## src/rtl/neuron_acc.sv

```systemverilog
// Accumulates N_TERMS sign-magnitude products plus a bias into one saturated sign-magnitude result.
// Build option: define NEURON_ACC_RELU_EN to fuse a ReLU into the output conversion.
module neuron_acc #(
  parameter int N_TERMS = 4,
  parameter int ACC_W   = 24
) (
  input  logic        clk,
  input  logic        rst_n,
  input  logic [15:0] i_bias,
  input  logic        i_in_valid,
  output logic        o_in_ready,
  input  logic [15:0] i_in_data,
  output logic        o_out_valid,
  input  logic        i_out_ready,
  output logic [15:0] o_out_data,
  output logic        o_busy
);

  typedef enum logic [1:0] {
    ST_IDLE   = 2'd0,
    ST_ACCUM  = 2'd1,
    ST_OUTPUT = 2'd2
  } state_e;

  localparam logic [7:0]              LP_N_TERMS = 8'(N_TERMS);
  localparam logic signed [ACC_W-1:0] LP_POS_MAX = ACC_W'(32767);
  localparam logic signed [ACC_W-1:0] LP_NEG_MAX = ACC_W'(-32767);

  state_e                  r_state;
  logic signed [ACC_W-1:0] r_acc;
  logic [7:0]              r_cnt;
  logic [15:0]             r_out_data;
  logic                    r_out_valid;
  logic                    r_in_ready;
  logic                    r_busy;

  logic signed [ACC_W-1:0] w_acc_base;
  logic signed [ACC_W-1:0] w_acc_next;
  logic [7:0]              w_cnt_next;
  logic                    w_last;
  logic                    w_accept;
  logic [14:0]             w_mag;
  logic [15:0]             w_sat;

  // Negative zero (8000) maps to 0 because its magnitude field is zero.
  function automatic logic signed [ACC_W-1:0] f_conv(input logic [15:0] x);
    logic signed [ACC_W-1:0] mag;
    mag = {{(ACC_W-15){1'b0}}, x[14:0]};
    return x[15] ? -mag : mag;
  endfunction

  assign w_accept   = i_in_valid && r_in_ready;
  assign w_acc_base = (r_state == ST_IDLE) ? f_conv(i_bias) : r_acc;
  assign w_acc_next = w_acc_base + f_conv(i_in_data);
  assign w_cnt_next = (r_state == ST_IDLE) ? 8'd1 : r_cnt + 8'd1;
  assign w_last     = (w_cnt_next == LP_N_TERMS);
  assign w_mag      = w_acc_next[ACC_W-1] ? (15'd0 - w_acc_next[14:0]) : w_acc_next[14:0];

  // Saturated conversion of the sum that the current accept would produce.
  always_comb begin
    w_sat = {1'b0, w_mag};
    if (w_acc_next > LP_POS_MAX) begin
      w_sat = 16'h7FFF;
    end else if (w_acc_next[ACC_W-1]) begin
`ifdef NEURON_ACC_RELU_EN
      w_sat = 16'h0000;
`else
      w_sat = (w_acc_next < LP_NEG_MAX) ? 16'hFFFF : {1'b1, w_mag};
`endif
    end
  end

  always_ff @(posedge clk or negedge rst_n) begin
    if (!rst_n) begin
      r_state     <= ST_IDLE;
      r_acc       <= '0;
      r_cnt       <= '0;
      r_out_data  <= 16'h0000;
      r_out_valid <= 1'b0;
      r_in_ready  <= 1'b1;
      r_busy      <= 1'b0;
    end else begin
      case (r_state)
        ST_IDLE, ST_ACCUM: begin
          if (w_accept) begin
            r_acc  <= w_acc_next;
            r_cnt  <= w_cnt_next;
            r_busy <= 1'b1;
            if (w_last) begin
              r_state     <= ST_OUTPUT;
              r_out_data  <= w_sat;
              r_out_valid <= 1'b1;
              r_in_ready  <= 1'b0;
            end else begin
              r_state <= ST_ACCUM;
            end
          end
        end
        ST_OUTPUT: begin
          if (i_out_ready) begin
            r_state     <= ST_IDLE;
            r_cnt       <= '0;
            r_out_valid <= 1'b0;
            r_in_ready  <= 1'b1;
            r_busy      <= 1'b0;
          end
        end
        default: begin
          r_state     <= ST_IDLE;
          r_out_valid <= 1'b0;
          r_in_ready  <= 1'b1;
          r_busy      <= 1'b0;
        end
      endcase
    end
  end

  assign o_in_ready  = r_in_ready;
  assign o_out_valid = r_out_valid;
  assign o_out_data  = r_out_data;
  assign o_busy      = r_busy;

endmodule

```

## config.mk

```make
export PLATFORM = sky130hd
export DESIGN_NAME = neuron_acc
export DESIGN_NICKNAME = d
export VERILOG_FILES = /design/src/rtl/neuron_acc.sv
export SDC_FILE = /design/constraint.sdc
export NUM_CORES = 1
export LEC_CHECK = 0
export CAP_MARGIN = 20
export CORE_MARGIN = 2
export CORE_UTILIZATION = 25
export DETAILED_ROUTE_END_ITERATION = 8
export PLACE_DENSITY = 0.42
export SLEW_MARGIN = 20
export SYNTH_ARGS = -nofsm -noshare
export SYNTH_HDL_FRONTEND = slang
export SYNTH_SLANG_ARGS = --single-unit
```

## constraint.sdc

```tcl
create_clock -name clk -period 10.42 [get_ports clk]
set_clock_uncertainty 0.1 [all_clocks]
set_input_delay 3.126 -clock clk [delete_from_list [all_inputs] [get_ports clk]]
set_output_delay 3.126 -clock clk [all_outputs]
set_load 0.02 [all_outputs]
```

==> results.yml <==
synth:
  syn-mean-instance-area_sq_um: 7.83
  ys_warn_count: 0
  ys_dominant_reg_cell: "dfrtp_1"
  post_synth_inst_count: 629
  synth-edff-count: 0
  netlist.top_cell.by_area: "dfrtp_1"
  synth.cell_area_sq_um: 4930
  synth.net_count: 695
  postSynth.asyncResetShare: 1.00
  synth_area_leaders: "dfrtp_1, nand2_1, ha_1"
  ys_seq_elements: 53
  synth.distinct_cells: 69
  netlist_top_cells_count: "nand2_1, o21ai_0, dfrtp_1"
  synthDominantCellAreaShare: 0.264
  ys_seq_area_frac: 0.269
  synth_most_common_cell: "nand2_1"
clock_tree:
  clock_tree_from_tritoncts: "built"
  cts.htree.levels: 2
  clk_pin_slew_ns: 0.08
  ctsHoldBuffers: 0
  cts.root.buffer_cell: "clkbuf_16"
  cts_buffers: 5
  cts.path.max_buffers: 2
  postCtsSetupBuffers: 0
  cts.repair.resized: 0
  clock_insertion_delay_worst_skew_ns: 0.30
  clock-sinks: 53
placed_design:
  dpl-instance-area_sq_um: 5670
  port_buffer_cells: 54
  globalplace.congestion: 0.891
  dp.final_hpwl_um: 12300
layout:
  regArea_sq_um: 1330
  postLayoutCellArea_sq_um: 5820
  fillCellCount: 2130
  area_used_by_multi_input_combinational_logic_sq_um: 3390
  final_nets: 727
  antenna_cells_inserted: 0
  final_layout_size_suffix_gt1_frac: 0.0589
  syn2layout_area_growth_pct: 18.2
die:
  area_of_the_core_sq_um: 19400
  rows: 51
  effective_utilization_at_floorplan: 0.254
  dieHeight_um: 144
  die_x_um: 144
  number_of_placed_i_o_pins: 55
  fp.dieArea_sq_um: 20800
critical_path:
  cp_slowest_cell: "xor2_2"
  critical_path_arrival_ns: 8.51
  cp_max_fo: 22
  critical-path-max-stage-delay_ns: 0.76
  critPathRequiredTime_ns: 10.48
  critical_path.startpoint_type: "input port"
  cells_along_the_critical_path: "clkdlybuf4s50_1 -> or3_1 -> o21ai_0 -> nand2_1 -> xnor2_1 -> o21ai_0 -> ha_1 -> a21oi_1 -> o221ai_1 -> o211a_1 -> o221ai_1 -> xor2_2 -> a41oi_1 -> o31ai_2 -> buf_4 -> o2111ai_1"
  setup.worst_path.end_class: "flop"
  critPathKind: "in2reg"
hold_path:
  hold_path_class: "reg2reg"
sta:
  clock.fmax_ghz: 0.118
  grt_setup_unrepaired: "no"
  setup_viol_count_final: 0
  final_min_period_over_clock_period: 0.811
  max_slew_margin: 0.385
  final.setup.tns_ns: 0
  timing.final.crit_period_ns: 8.45
  final_max_slew_viol_count: 0
  worstMarginPinSlew_ns: 0.922
  finalHoldViolCount: 0
power_and_ir_drop:
  cellPowerDensity_nw_per_um2: 375
  total_power_uw: 2190
  vdd_ir_drop_max_uv: 91.6
  static_leakage_uw: 0.00235
drt:
  drt_pre_antenna_iters: 6
  final_antenna_net_count: 0
  remaining_drc_errors: 0
  drt_first_iter_violations: 242
  finalWirelength_um: 15400
  mean_routed_wirelength_per_cell_um: 16.6
  route.vias.total: 4690
  vias_per_cell: 5.06
global_route:
  grt_first_pass_wirelength_um: 24900
  grt_start_max_net_pins: 54
  grt_antenna_before_repair: 0
  grt_overflow_total: 0
  grt_usage: 0.154
  vias_in_the_first_global_route: 4695
outcome:
  outcome: "finished clean"
flow_run:
  timing.max_cap.violations: 0
[worst paths after layout]
path	to	depth (start not counted)	startpoint	slack [ns]
max	o_out_data[10]	16	i_bias[5]	1.97
min	r_acc[9]	2	r_acc[9]	0.39
max reg2reg	o_out_data[10]	13	r_state[1]	5.29
min reg2reg	r_acc[9]	2	r_acc[9]	0.39
max in group asynchronous	r_acc[17]	2	rst_n	6.91
min in group asynchronous	r_cnt[0]	2	rst_n	2.85
[layout make-up]
cell class / instances / area share
multi-input cells: 529 / 0.582
flip-flops and latches: 53 / 0.228
repair buffers: 60 / 0.0997
well taps: 265 / 0.0570
clock buffers: 5 / 0.0215
inverters: 12 / 0.00774
clock inverters: 3 / 0.00451
[metrics by stage]
stage                     setup WS, ns   util  instances  hold slack, ns
final                             1.97  0.300        927           0.386
after global routing              1.48  0.300        927           0.424
after CTS                         1.97  0.300        927           0.389
after detailed placement          1.66  0.292        919           0.369
after global placement            1.72  0.292        919           0.366
after floorplan                   3.01      -        629           0.345
[cell usage in the layout (no fill, tap or decap), types with 8 or more instances in the layout]
master / instances
nand2_1: 108
o21ai_0: 68
clkdlybuf4s50_1: 53
dfrtp_1: 52
a21oi_1: 37
nor2_1: 34
ha_1: 29
xnor2_1: 27
xor2_1: 27
nand3_1: 15
nand4_1: 13
inv_1: 12
nor3_1: 11
o21a_1: 11
or3_1: 10
o31ai_1: 9
and3_1: 8
[cell families (layout without fill, tap and decap cells)]
group | after synthesis | in the layout | synth area share
XOR/XNOR | 56 | 56 | 0.103
AND/OR/NAND/NOR | 244 | 244 | 0.237
AO/OA/AOI/OAI | 197 | 197 | 0.265
adder cells (fa/ha/maj) | 30 | 30 | 0.0777
buffers and inverters | 47 | 80 | 0.0437
multiplexers | 2 | 2 | 0.00406
flip-flops | 53 | 53 | 0.269
[where the power goes]
| group | internal, uW | leakage [uW] | switching, uW | total (uW) |
|---|---|---|---|---|
| Clock | 91.0 | 0.0000680 | 83.2 | 174 |
| Combinational | 611 | 0.00164 | 1020 | 1630 |
| Sequential | 305 | 0.000642 | 73.9 | 379 |
[worst max-delay path: cells and delay by family]
kind	cells	cell delay, ns
XOR/XNOR	2	0.91
AO/OA/AOI/OAI	9	2.81
buffers and inverters	2	0.71
AND/OR/NAND/NOR	2	0.52
adder cells (fa/ha/maj)	1	0.42
[metal layers]
layer  vias up  share of wire  GRT usage
li1       2346              -          -
met3        15          0.022     0.0189
met4         0          0.017     0.0337
met2        69           0.51      0.279
met5         -              0          0
met1      2260           0.45      0.197
[flip-flops by register name, summed over array words and instances (netlist names)]
register and count:
o_busy 1, r_acc 24, r_state 2, r_cnt 8, o_in_ready 1, o_out_valid 1, o_out_data 16
No activity file was read; power rests on OpenSTA's default activity.
